## config.mk

```make
export PLATFORM = sky130hd
export DESIGN_NAME = roic_spi_responder
export DESIGN_NICKNAME = d
export VERILOG_FILES = /design/src/rtl/roic_spi_pkg.sv /design/src/rtl/roic_spi_edge_sync.sv /design/src/rtl/roic_spi_responder.sv
export SDC_FILE = /design/constraint.sdc
export NUM_CORES = 1
export LEC_CHECK = 0
export ABC_CLOCK_PERIOD_IN_PS = 3500
export CAP_MARGIN = 40
export CORE_ASPECT_RATIO = 1.5
export CORE_MARGIN = 5
export CORE_UTILIZATION = 35
export CTS_BUF_LIST = sky130_fd_sc_hd__clkbuf_2 sky130_fd_sc_hd__clkbuf_4 sky130_fd_sc_hd__clkbuf_8
export DETAILED_ROUTE_END_ITERATION = 10
export PLACE_DENSITY = 0.59
export SETUP_SLACK_MARGIN = 0.05
export SYNTH_ARGS = -nofsm -noshare
export SYNTH_HDL_FRONTEND = slang
export SYNTH_SLANG_ARGS = --single-unit
```

## constraint.sdc

```tcl
create_clock -name i_clk -period 3.5 [get_ports i_clk]
set_clock_uncertainty 0.05 [all_clocks]
set_input_delay 0.875 -clock i_clk [delete_from_list [all_inputs] [get_ports i_clk]]
set_output_delay 0.875 -clock i_clk [all_outputs]
set_load 0.05 [all_outputs]
```

## src/rtl/roic_spi_pkg.sv

```systemverilog
// rtl/roic_spi_pkg.sv - shared frame constants and FSM state type for the ROIC SPI responder
package roic_spi_pkg;
  localparam int         FRAME_BITS   = 24;
  localparam int         ADDR_BITS    = 8;
  localparam int         DATA_BITS    = 16;
  localparam logic [7:0] RD_CTRL_ADDR = 8'h00;
  localparam int         RD_CTRL_BIT  = 1;

  typedef enum logic [1:0] {
    IDLE  = 2'd0,
    SHIFT = 2'd1,
    HOLD  = 2'd2
  } state_t;
endpackage

```

## src/rtl/roic_spi_edge_sync.sv

```systemverilog
// rtl/roic_spi_edge_sync.sv - 2-FF synchronizer with history flop and rise/fall decode
module roic_spi_edge_sync #(
  parameter logic RESET_VAL = 1'b0
) (
  input  logic i_clk,
  input  logic i_rst,
  input  logic i_async,
  output logic o_level,
  output logic o_rise,
  output logic o_fall
);
  logic r_meta;
  logic r_sync;
  logic r_hist;

  always_ff @(posedge i_clk) begin
    if (i_rst) begin
      r_meta <= RESET_VAL;
      r_sync <= RESET_VAL;
      r_hist <= RESET_VAL;
    end else begin
      r_meta <= i_async;
      r_sync <= r_meta;
      r_hist <= r_sync;
    end
  end

  assign o_level = r_sync;
  assign o_rise  = r_sync & ~r_hist;
  assign o_fall  = ~r_sync & r_hist;
endmodule

```

## src/rtl/roic_spi_responder.sv

```systemverilog
// rtl/roic_spi_responder.sv - ROIC SPI responder: oversampled 24-bit frames into a local register file
// Readback on spi_sdout and read-mode write gating exist only with ROIC_SPI_RSP_READBACK_EN defined.
module roic_spi_responder
  import roic_spi_pkg::*;
#(
  parameter int REG_ADDR_W = 7
) (
  input  logic                 i_clk,
  input  logic                 i_rst,
  input  logic                 i_spi_sclk,
  input  logic                 i_spi_sdata,
  input  logic                 i_spi_sen,
  output logic                 o_spi_sdout,
  output logic                 o_wr_valid,
  output logic [ADDR_BITS-1:0] o_wr_addr,
  output logic [DATA_BITS-1:0] o_wr_data,
  output logic                 o_frame_err,
  output logic                 o_busy,
  output logic                 o_read_mode
);
  localparam int         NUM_REGS = 2**REG_ADDR_W;
  localparam logic [4:0] LAST_BIT = 5'(FRAME_BITS - 1);

  logic w_sclk_level, w_sclk_rise, w_sclk_fall;
  logic w_sen_level, w_sen_rise, w_sen_fall;

  roic_spi_edge_sync #(.RESET_VAL(1'b0)) u_sclk_sync (
    .i_clk(i_clk), .i_rst(i_rst), .i_async(i_spi_sclk),
    .o_level(w_sclk_level), .o_rise(w_sclk_rise), .o_fall(w_sclk_fall)
  );

  roic_spi_edge_sync #(.RESET_VAL(1'b1)) u_sen_sync (
    .i_clk(i_clk), .i_rst(i_rst), .i_async(i_spi_sen),
    .o_level(w_sen_level), .o_rise(w_sen_rise), .o_fall(w_sen_fall)
  );

  logic w_unused_sclk;
  assign w_unused_sclk = w_sclk_level ^ w_sclk_fall;

  logic                 r_sd_d1, r_sd_d2;
  logic [1:0]           r_vld;
  logic                 r_armed;
  state_t               r_state;
  logic [4:0]           r_bit_cnt;
  logic [FRAME_BITS-1:0] r_shift;
  logic                 r_overrun;
  logic                 r_wr_valid, r_frame_err;
  logic [ADDR_BITS-1:0] r_wr_addr;
  logic [DATA_BITS-1:0] r_wr_data;
  logic [DATA_BITS-1:0] r_regs [0:NUM_REGS-1];

  logic [FRAME_BITS-1:0] w_shift_next;
  logic [ADDR_BITS-1:0]  w_cmt_addr;
  logic [DATA_BITS-1:0]  w_cmt_data;
  logic                  w_in_range, w_read_mode, w_rd_gate, w_commit_ok;

  assign w_shift_next = {r_shift[FRAME_BITS-2:0], r_sd_d2};
  assign w_cmt_addr   = r_shift[FRAME_BITS-1:DATA_BITS];
  assign w_cmt_data   = r_shift[DATA_BITS-1:0];
  assign w_in_range   = (w_cmt_addr >> REG_ADDR_W) == '0;
  assign w_read_mode  = r_regs[0][RD_CTRL_BIT];
`ifdef ROIC_SPI_RSP_READBACK_EN
  assign w_rd_gate    = w_read_mode;
`else
  assign w_rd_gate    = 1'b0;
`endif
  assign w_commit_ok  = ~w_rd_gate | (w_cmt_addr == RD_CTRL_ADDR);

  // SEN is only trusted once the synchronizer holds a real sample showing it high,
  // so a SEN held low through reset release never starts a frame.
  always_ff @(posedge i_clk) begin
    if (i_rst) begin
      r_sd_d1 <= 1'b0;
      r_sd_d2 <= 1'b0;
      r_vld   <= 2'b00;
      r_armed <= 1'b0;
    end else begin
      r_sd_d1 <= i_spi_sdata;
      r_sd_d2 <= r_sd_d1;
      r_vld   <= {r_vld[0], 1'b1};
      r_armed <= r_armed | (r_vld[1] & w_sen_level);
    end
  end

  always_ff @(posedge i_clk) begin
    if (i_rst) begin
      r_state     <= IDLE;
      r_bit_cnt   <= '0;
      r_shift     <= '0;
      r_overrun   <= 1'b0;
      r_wr_valid  <= 1'b0;
      r_frame_err <= 1'b0;
      r_wr_addr   <= '0;
      r_wr_data   <= '0;
      for (int i = 0; i < NUM_REGS; i++) r_regs[i] <= '0;
    end else begin
      r_wr_valid  <= 1'b0;
      r_frame_err <= 1'b0;
      case (r_state)
        IDLE: begin
          if (w_sen_fall && r_armed) begin
            r_state   <= SHIFT;
            r_bit_cnt <= '0;
            r_overrun <= 1'b0;
          end
        end
        SHIFT: begin
          if (w_sen_rise) begin
            r_frame_err <= 1'b1;
            r_state     <= IDLE;
          end else if (w_sclk_rise) begin
            r_shift   <= w_shift_next;
            r_bit_cnt <= r_bit_cnt + 5'd1;
            if (r_bit_cnt == LAST_BIT) r_state <= HOLD;
          end
        end
        HOLD: begin
          if (w_sen_rise) begin
            r_state <= IDLE;
            if (r_overrun) begin
              r_frame_err <= 1'b1;
            end else if (w_commit_ok) begin
              r_wr_valid <= 1'b1;
              r_wr_addr  <= w_cmt_addr;
              r_wr_data  <= w_cmt_data;
              if (w_in_range) r_regs[w_cmt_addr[REG_ADDR_W-1:0]] <= w_cmt_data;
            end
          end else if (w_sclk_rise) begin
            r_overrun <= 1'b1;
          end
        end
        default: r_state <= IDLE;
      endcase
    end
  end

`ifdef ROIC_SPI_RSP_READBACK_EN
  logic [DATA_BITS-1:0] r_rb;
  logic                 r_rd_active;
  logic [ADDR_BITS-1:0] w_rb_addr;
  logic                 w_in_shift;

  assign w_rb_addr  = w_shift_next[ADDR_BITS-1:0];
  assign w_in_shift = (r_state == SHIFT) && !w_sen_rise;

  // The address completes on the 8th rise, so the lookup uses the incoming bit directly.
  always_ff @(posedge i_clk) begin
    if (i_rst) begin
      r_rb        <= '0;
      r_rd_active <= 1'b0;
    end else if (!w_in_shift) begin
      r_rd_active <= 1'b0;
    end else if (w_sclk_rise && r_bit_cnt == 5'd7) begin
      r_rd_active <= w_read_mode;
      r_rb        <= ((w_rb_addr >> REG_ADDR_W) == '0) ? r_regs[w_rb_addr[REG_ADDR_W-1:0]] : '0;
    end else if (w_sclk_fall && r_rd_active && r_bit_cnt <= LAST_BIT) begin
      r_rb <= {r_rb[DATA_BITS-2:0], 1'b0};
    end
  end

  assign o_spi_sdout = r_rd_active & w_read_mode & r_rb[DATA_BITS-1];
`else
  assign o_spi_sdout = 1'b0;
`endif

  assign o_wr_valid  = r_wr_valid;
  assign o_wr_addr   = r_wr_addr;
  assign o_wr_data   = r_wr_data;
  assign o_frame_err = r_frame_err;
  assign o_busy      = (r_state == SHIFT) || (r_state == HOLD);
  assign o_read_mode = w_read_mode;
endmodule

```

=== After elaboration in Yosys (flattened, before gate mapping) ===
Memories as Yosys holds them, arrays and structs flattened.
Cells that the tools add are included.

* Flip-flop bits (word level): 69
* Memory bits (writable): 2048
* Logic and storage cells: 87
* Memories: 1

* Add/subtract/negate cells: 1
* Equality and inequality tests: 11
* Mux-type cells: 31
* Bitwise gates (word level): 11
* Reductions and logical operators: 13

{| class="wikitable"
|+ Memory list
! memory !! words !! bits a word !! read ports !! clocked after memory_dff !! write ports !! line !! source
|-
| r_regs || 128 || 16 || 1 || 0 || 128 || roic_spi_responder.sv:50 || <nowiki>logic [DATA_BITS-1:0] r_regs [0:NUM_REGS-1];</nowiki>
|}

{| class="wikitable"
|+ Operators with widths
! cell !! number
|-
| 1-bit 2-to-1 mux || 17
|-
| 16-bit 2-to-1 mux || 1
|-
| 16-bit OR reduction || 1
|-
| 5-bit 2-to-1 mux || 3
|-
| 4-bit AND reduction || 3
|-
| 2-bit 2-to-1 mux || 5
|-
| 5-bit case mux with 2 select lines || 1
|-
| 8-bit zero test || 1
|-
| 7-bit 2-to-1 mux || 1
|-
| 2-bit by 1-bit inequality test with 1-bit output (second input constant) || 3
|-
| 2-bit inequality test (second input constant) || 3
|-
| 1-bit inverter || 6
|-
| 2-bit case mux with 3 select lines || 1
|-
| 3-bit AND reduction || 2
|-
| 5-bit by 1-bit adder with 5-bit output (second input constant) || 1
|-
| 5-bit equality test (second input constant) || 1
|-
| 1-bit bitwise AND || 4
|-
| 1-bit case mux with 2 select lines || 2
|-
| 2-bit nonzero test || 2
|-
| 3-bit by 1-bit inequality test with 1-bit output (second input constant) || 1
|-
| 3-bit by 2-bit inequality test with 1-bit output (second input constant) || 1
|-
| 3-bit OR reduction || 1
|-
| 2-bit by 1-bit equality test with 1-bit output (second input constant) || 1
|-
| 2-bit equality test (second input constant) || 1
|-
| 4 further kinds || 4
|}

=== Depth between registers and ports, before layout ===
Gate-level depths: netlist of run 1.

* Depth after elaboration: 9
* Gate-level depth with buffers: 8
* Gate-level depth less buffers: 6

=== Cells and area by module ===
From an unflattened synthesis of run 1, not the netlist that was laid out.

* Cell total of the unflattened synthesis: 312
* Area, all modules: 2635.0 um2

{| class="wikitable"
|+ By module, submodules not included
! module !! times used !! cells each !! area an instance (um2)
|-
| roic_spi_responder || 1 || 296 || 2451.1
|-
| roic_spi_edge_sync (u_sen_sync) || 1 || 8 || 92.6
|-
| roic_spi_edge_sync (u_sclk_sync) || 1 || 8 || 91.3
|}

=== Worst setup path after synthesis of run 1 ===
OpenSTA, ideal clock, no wires.

* Kind: register -> output
* From: reg r_state[0]
* To: out o_busy
* Data arrival time: 0.924 ns
* Data required time: 2.575 ns
* Slack: 1.651 ns
* Cell stages (with the launch flop): 3
* Path buffers: 0
* Path through: dfxtp_1 > inv_1 > ha_1

* Cells in the longest elaborated chain, start to end: 2
* Elaborated cells on any way between the ends: 3

{| class="wikitable"
|+ RTL lines
! what !! line !! source
|-
| from (decl) || roic_spi_responder.sv:43 || <nowiki>state_t r_state;</nowiki>
|-
| from (signal assigned) || roic_spi_responder.sv:87 || <nowiki>r_state <= IDLE;</nowiki>
|-
| from (signal assigned) || roic_spi_responder.sv:102 || <nowiki>r_state <= SHIFT;</nowiki>
|-
| from (signal assigned) || roic_spi_responder.sv:110 || <nowiki>r_state <= IDLE;</nowiki>
|-
| 2-bit by 1-bit equality test with 1-bit output / 2-bit equality test (equally long branches) || roic_spi_responder.sv:170 || <nowiki>assign o_busy = (r_state == SHIFT) || (r_state == HOLD);</nowiki>
|-
| 1-bit logical OR (*) || roic_spi_responder.sv:170 ||
|-
| to (decl) || roic_spi_responder.sv:18 || <nowiki>output logic o_busy,</nowiki>
|}

Every way passes the cells marked *; elsewhere a longest branch is shown, timed or not.

=== Worst setup path in the final report of run 1 ===
Ends and elaborated chain as after synthesis.

==> results.cfg, run 1 <==
[clock_network]
clk_latency_ns = 0.34
cts_max_path_buffers = 2
post_cts_buffers = 0
numCtsBuffers = 9
cts_root_buf = clkbuf_8
clock-sinks = 70
tritoncts = done
cts_max_level = 3
cts_resized = 0
hold_buffers = 0
clk_pin_slew_ns = 0.07

[route]
drt_wl_total_um = 5160
ant_nets = 0
avgViaCountPerCell = 4.64
dr.pass1.iters = 4
wl_per_cell_um = 11.7
drt_iter0_markers = 175
vias = 2047
drc = 0

[finish]
regArea_mm2 = 0.00141
multiInputGateArea_mm2 = 0.00108
fillers = 757
fin_area_mm2 = 0.00318
final_nets = 345
final_common_cell = nand2_1
num_antenna_cells = 0
fin_util = 0.437
drive_gt1_frac = 0.0821
syn2layout_area_growth_pct = 21.3
most-common-layout-cells = nand2_1, dfxtp_1, a21oi_1
stdcell_count = 441

[synthesis]
syn_area_mm2 = 0.00262
synthFlopType = dfxtp_1
ys_seq_area_frac = 0.539
synth_edf_count = 1
ys.warnings.count = 0
synth_cells = 311
syn_avg_cell_area_um2 = 8.42
ys_types = 41
synth_fp_nets = 320
synthArstFlopShare = 0
ys_ff_latch = 70

[place]
dpl.hpwl_um = 3340
place_inst = 425
globalplace.congestion = 0.772
io_buffers = 32
place_area_mm2 = 0.00299
place_ws_ns = 1.09

[outcome]
status = complete, no violations

[critical_path]
worstSetupPathType = flop to output port
worstPathRequired_ns = 2.57
cp_max_fo = 3
crit_arrival_ns = 1.85
worstSetupEndpointType = output port
start_kind = flop

[sta]
worst_pin_slew_ns = 0.696
finalHoldViolCount = 0
fin_hold_ws_ns = 0.354
relSlewSlack = 0.536
setup_tns_ns = 0
fin_ws_ns = 0.727
fmax_ghz = 0.361
min_period_ns = 2.77
finalCritPeriodShare = 0.792
slew_viol_final = 0
rsz0062_at_grt = false
final-setup-viol-count = 0

[pwr]
p_leak_nw = 1.05
power.density_mw_per_mm2 = 454
total_power_mw = 1.44
vdd_ir_drop_max_uv = 257

[grt]
grt_max_degree = 41
grtUsageTotal = 0.123
gr-total-overflow = 0
grt_pass1_vias = 1923
antenna_found_initial = 0
grt_pass1_wl_um = 8850

[floorplanning]
ios = 34
die_w_um = 80.6
core-area_mm2 = 0.00727
die_area_mm2 = 0.00935
initial_utilization = 0.360
die_y_um = 116
rows = 38

[flow_run]
maxCapViolations = 0

[min_path]
hold_class = flop to flop
## cells by family (layout without fill, tap and decap cells)
logic type                 after synthesis  in the layout  share of synthesized area
AOI/OAI and AO/OA                       70             70                      0.145
adders and majority gates                4              4                     0.0191
buffers and inverters                   26             56                     0.0478
DFF                                     70             70                      0.539
muxes                                    1              1                    0.00382
other                                    1              1                    0.00143
and+or+nand+nor                        139            139                      0.244
## flip-flops by register name (all words and copies together), names as in the netlist, 2 cells and up
register	flops
r_bit_cnt	5
r_vld	2
r_state	2
o_wr_addr	8
o_wr_data	16
r_shift	24
## worst max-delay path, stage by stage (launching register included)
cell	delay [ns]
dfxtp_1	0.33
inv_1	0.08
ha_1	0.30
clkdlybuf4s50_1	0.80
## synthesized netlist by cell type (4+ instances only)
library cell / number / area [µm²]
ha_1: 4 / 50.1
clkbuf_1: 10 / 37.5
inv_1: 5 / 18.8
buf_2: 7 / 35.0
nor2_1: 5 / 18.8
dfxtp_1: 69 / 1380
nor2b_1: 8 / 50.1
nand2_1: 99 / 372
a21oi_1: 53 / 265
or2_2: 4 / 25.0
## layer usage
layer / vias up / global-route usage / routed length [µm]
li1: 1080 / - / -
met1: 923 / 0.149 / 2360
met2: 36 / 0.191 / 2460
met3: 8 / 0.0381 / 239
met4: 0 / 0.0722 / 103
met5: - / 0 / 0
## area by class of cell
cell class / count / area share
Multi-Input combinational cell: 215 / 0.341
Clock inverter: 4 / 0.00630
Tap cell: 100 / 0.0394
Clock buffer: 12 / 0.0520
Inverter: 5 / 0.00591
Timing Repair Buffer: 35 / 0.111
Sequential cell: 70 / 0.444
## worst paths after layout
check,start,to,slack (ns),cells after the start
setup / recovery,r_state[0]$_SDFFE_PP0P_,o_busy,0.73,3
hold / removal,u_sen_sync.r_meta$_SDFF_PP1_,u_sen_sync.o_level$_SDFF_PP1_,0.35,1
setup reg to reg,r_state[1]$_SDFFE_PP0P_,r_bit_cnt[3]$_SDFFE_PP0P_,1.51,5
hold reg to reg,u_sen_sync.r_meta$_SDFF_PP1_,u_sen_sync.o_level$_SDFF_PP1_,0.35,1
## where the power goes
part           internal [mW]  switching [mW]
Clock                  0.310           0.287
Combinational         0.0121          0.0264
Sequential             0.804         0.00307
No activity file was read; power rests on OpenSTA's default activity.
==> inputs of run 2 (changes only) <==
--- a/config.mk
+++ b/config.mk
@@ -5,7 +5,7 @@
 export SDC_FILE = /design/constraint.sdc
 export NUM_CORES = 1
 export LEC_CHECK = 0
-export ABC_CLOCK_PERIOD_IN_PS = 3500
+export ABC_CLOCK_PERIOD_IN_PS = 2800
 export CAP_MARGIN = 40
 export CORE_ASPECT_RATIO = 1.5
 export CORE_MARGIN = 5
==> constraint.sdc (replaced) <==
create_clock -name i_clk -period 2.8 [get_ports i_clk]
set_clock_uncertainty 0.05 [all_clocks]
set_input_delay 0.7 -clock i_clk [delete_from_list [all_inputs] [get_ports i_clk]]
set_output_delay 0.7 -clock i_clk [all_outputs]
set_load 0.05 [all_outputs]
==> run 2 against run 1 <==
Wire length rose by 1.1%. Non-clock buffer count grew 1. Global-route usage about the same. Flip-flop and latch count is the same. Core utilization is 0.86 points higher. Clock power rose by 71%. Register-to-register slack worse by 0.71 ns. Setup slack lost 0.54 ns. Sequential share of layout area down 0.86 points. Total power rose by 44%. Critical endpoint unchanged.
==> results.cfg, run 2 (synthesis results as in run 1) <==
[sta]
finalCritPeriodShare = 0.935
slew_viol_final = 0
worst_pin_slew_ns = 0.536
min_period_ns = 2.62
final-setup-viol-count = 0
rsz0062_at_grt = false
fin_hold_ws_ns = 0.362
fin_ws_ns = 0.182
fmax_ghz = 0.382
finalHoldViolCount = 0
setup_tns_ns = 0
relSlewSlack = 0.643

[clock_network]
clk_latency_ns = 0.35
post_cts_buffers = 0
clk_pin_slew_ns = 0.07
cts_max_level = 3
cts_root_buf = clkbuf_8
numCtsBuffers = 9
tritoncts = done
cts_max_path_buffers = 2
cts_resized = 0
hold_buffers = 0
clock-sinks = 70

[pwr]
p_int_mw = 1.66
power.switching_uw = 413
clockPowerShare = 0.490
comb_power_share = 0.024
seqPwrFrac = 0.486
p_leak_nw = 1.08
total_power_mw = 2.08
power.density_mw_per_mm2 = 641
vdd_ir_drop_max_uv = 231
swShare = 0.199

[critical_path]
path_delay_family = buffers and inverters
worstPathRequired_ns = 2.05
start_kind = flop
crit_arrival_ns = 1.87
critPathBufInv = 2
critical_path.max_stage_delay_ns = 0.81
cp_max_fo = 3
worstSetupPathType = flop to output port
path_cells = inv_1, ha_1, clkdlybuf4s50_1
worstSetupEndpointType = output port
critPathSlowestCell = clkdlybuf4s50_1

[finish]
largest_reg_flops = 24
final_nets = 346
regMostFlops = r_shift
stdcell_count = 442
syn2layout_area_growth_pct = 23.6
num_antenna_cells = 0
drive_gt1_frac = 0.0848
fin_area_mm2 = 0.00324
most-common-layout-cells = nand2_1, dfxtp_1, a21oi_1
fin_util = 0.445
final_common_cell = nand2_1

[grt]
grt_max_degree = 31
gr-total-overflow = 0
grt_pass1_wl_um = 8780
antenna_found_initial = 0
grt_pass1_vias = 1962
grtUsageTotal = 0.123

[route]
wl_per_cell_um = 11.8
vias = 2114
dr.pass1.iters = 4
avgViaCountPerCell = 4.78
drt_iter0_markers = 118
ant_nets = 0
drc = 0
drt_wl_total_um = 5220

[place]
place_ws_ns = 0.555
place_inst = 426
place_area_mm2 = 0.00298
io_buffers = 32
globalplace.congestion = 0.740
dpl.hpwl_um = 3440

[flow_run]
maxCapViolations = 0

[floorplanning]
die_y_um = 116
initial_utilization = 0.360
core-area_mm2 = 0.00727
rows = 38
ios = 34
die_area_mm2 = 0.00935
die_w_um = 80.6

[outcome]
status = complete, no violations

[min_path]
hold_class = flop to flop
-- run 2: layout make-up --
class                      instances  area (µm²)
timing repair buffer              36         345
tap                              100         125
sequential                        70        1410
inverter                           5        18.8
fill                             754        4040
multi-input combinational        215        1080
clock inverter                     5         104
clock buffer                      11         151
-- run 2: power groups by stage --
stage | clock network, mW | logic (mW) | registers [mW]
detailed placement | 0 | 0.0499 | 1.03
finish | 1.02 | 0.0494 | 1.01
CTS | 1.05 | 0.0502 | 1.01
floorplan | 0 | 0.0358 | 1.03
global route | 1.09 | 0.0541 | 1.01
global placement | 0 | 0.0494 | 1.03
-- run 2: final timing paths --
| path | to | cells past startpoint | slack (ns) | startpoint |
|---|---|---|---|---|
| max | o_busy | 3 | 0.18 | r_state[0]$_SDFFE_PP0P_ |
| min | u_sen_sync.o_level$_SDFF_PP1_ | 1 | 0.36 | u_sen_sync.r_meta$_SDFF_PP1_ |
| max reg2reg | r_bit_cnt[3]$_SDFFE_PP0P_ | 5 | 0.80 | r_state[1]$_SDFFE_PP0P_ |
| min reg2reg | u_sen_sync.o_level$_SDFF_PP1_ | 1 | 0.36 | u_sen_sync.r_meta$_SDFF_PP1_ |
-- run 2: per-layer routing --
metal  part of all wire  global-route usage  vias up
li1                   -                   -     1079
met2               0.49               0.209       50
met5                  0                   0        -
met4              0.026              0.0699        0
met1               0.43               0.129      974
met3              0.053              0.0443       11
==> inputs of run 3 (changes only) <==
--- a/config.mk
+++ b/config.mk
@@ -6,7 +6,6 @@
 export NUM_CORES = 1
 export LEC_CHECK = 0
 export ABC_CLOCK_PERIOD_IN_PS = 2800
-export CAP_MARGIN = 40
 export CORE_ASPECT_RATIO = 1.5
 export CORE_MARGIN = 5
 export CORE_UTILIZATION = 35
==> results of run 3 <==
Final layout, timing and power as in run 2 (identical DEF).
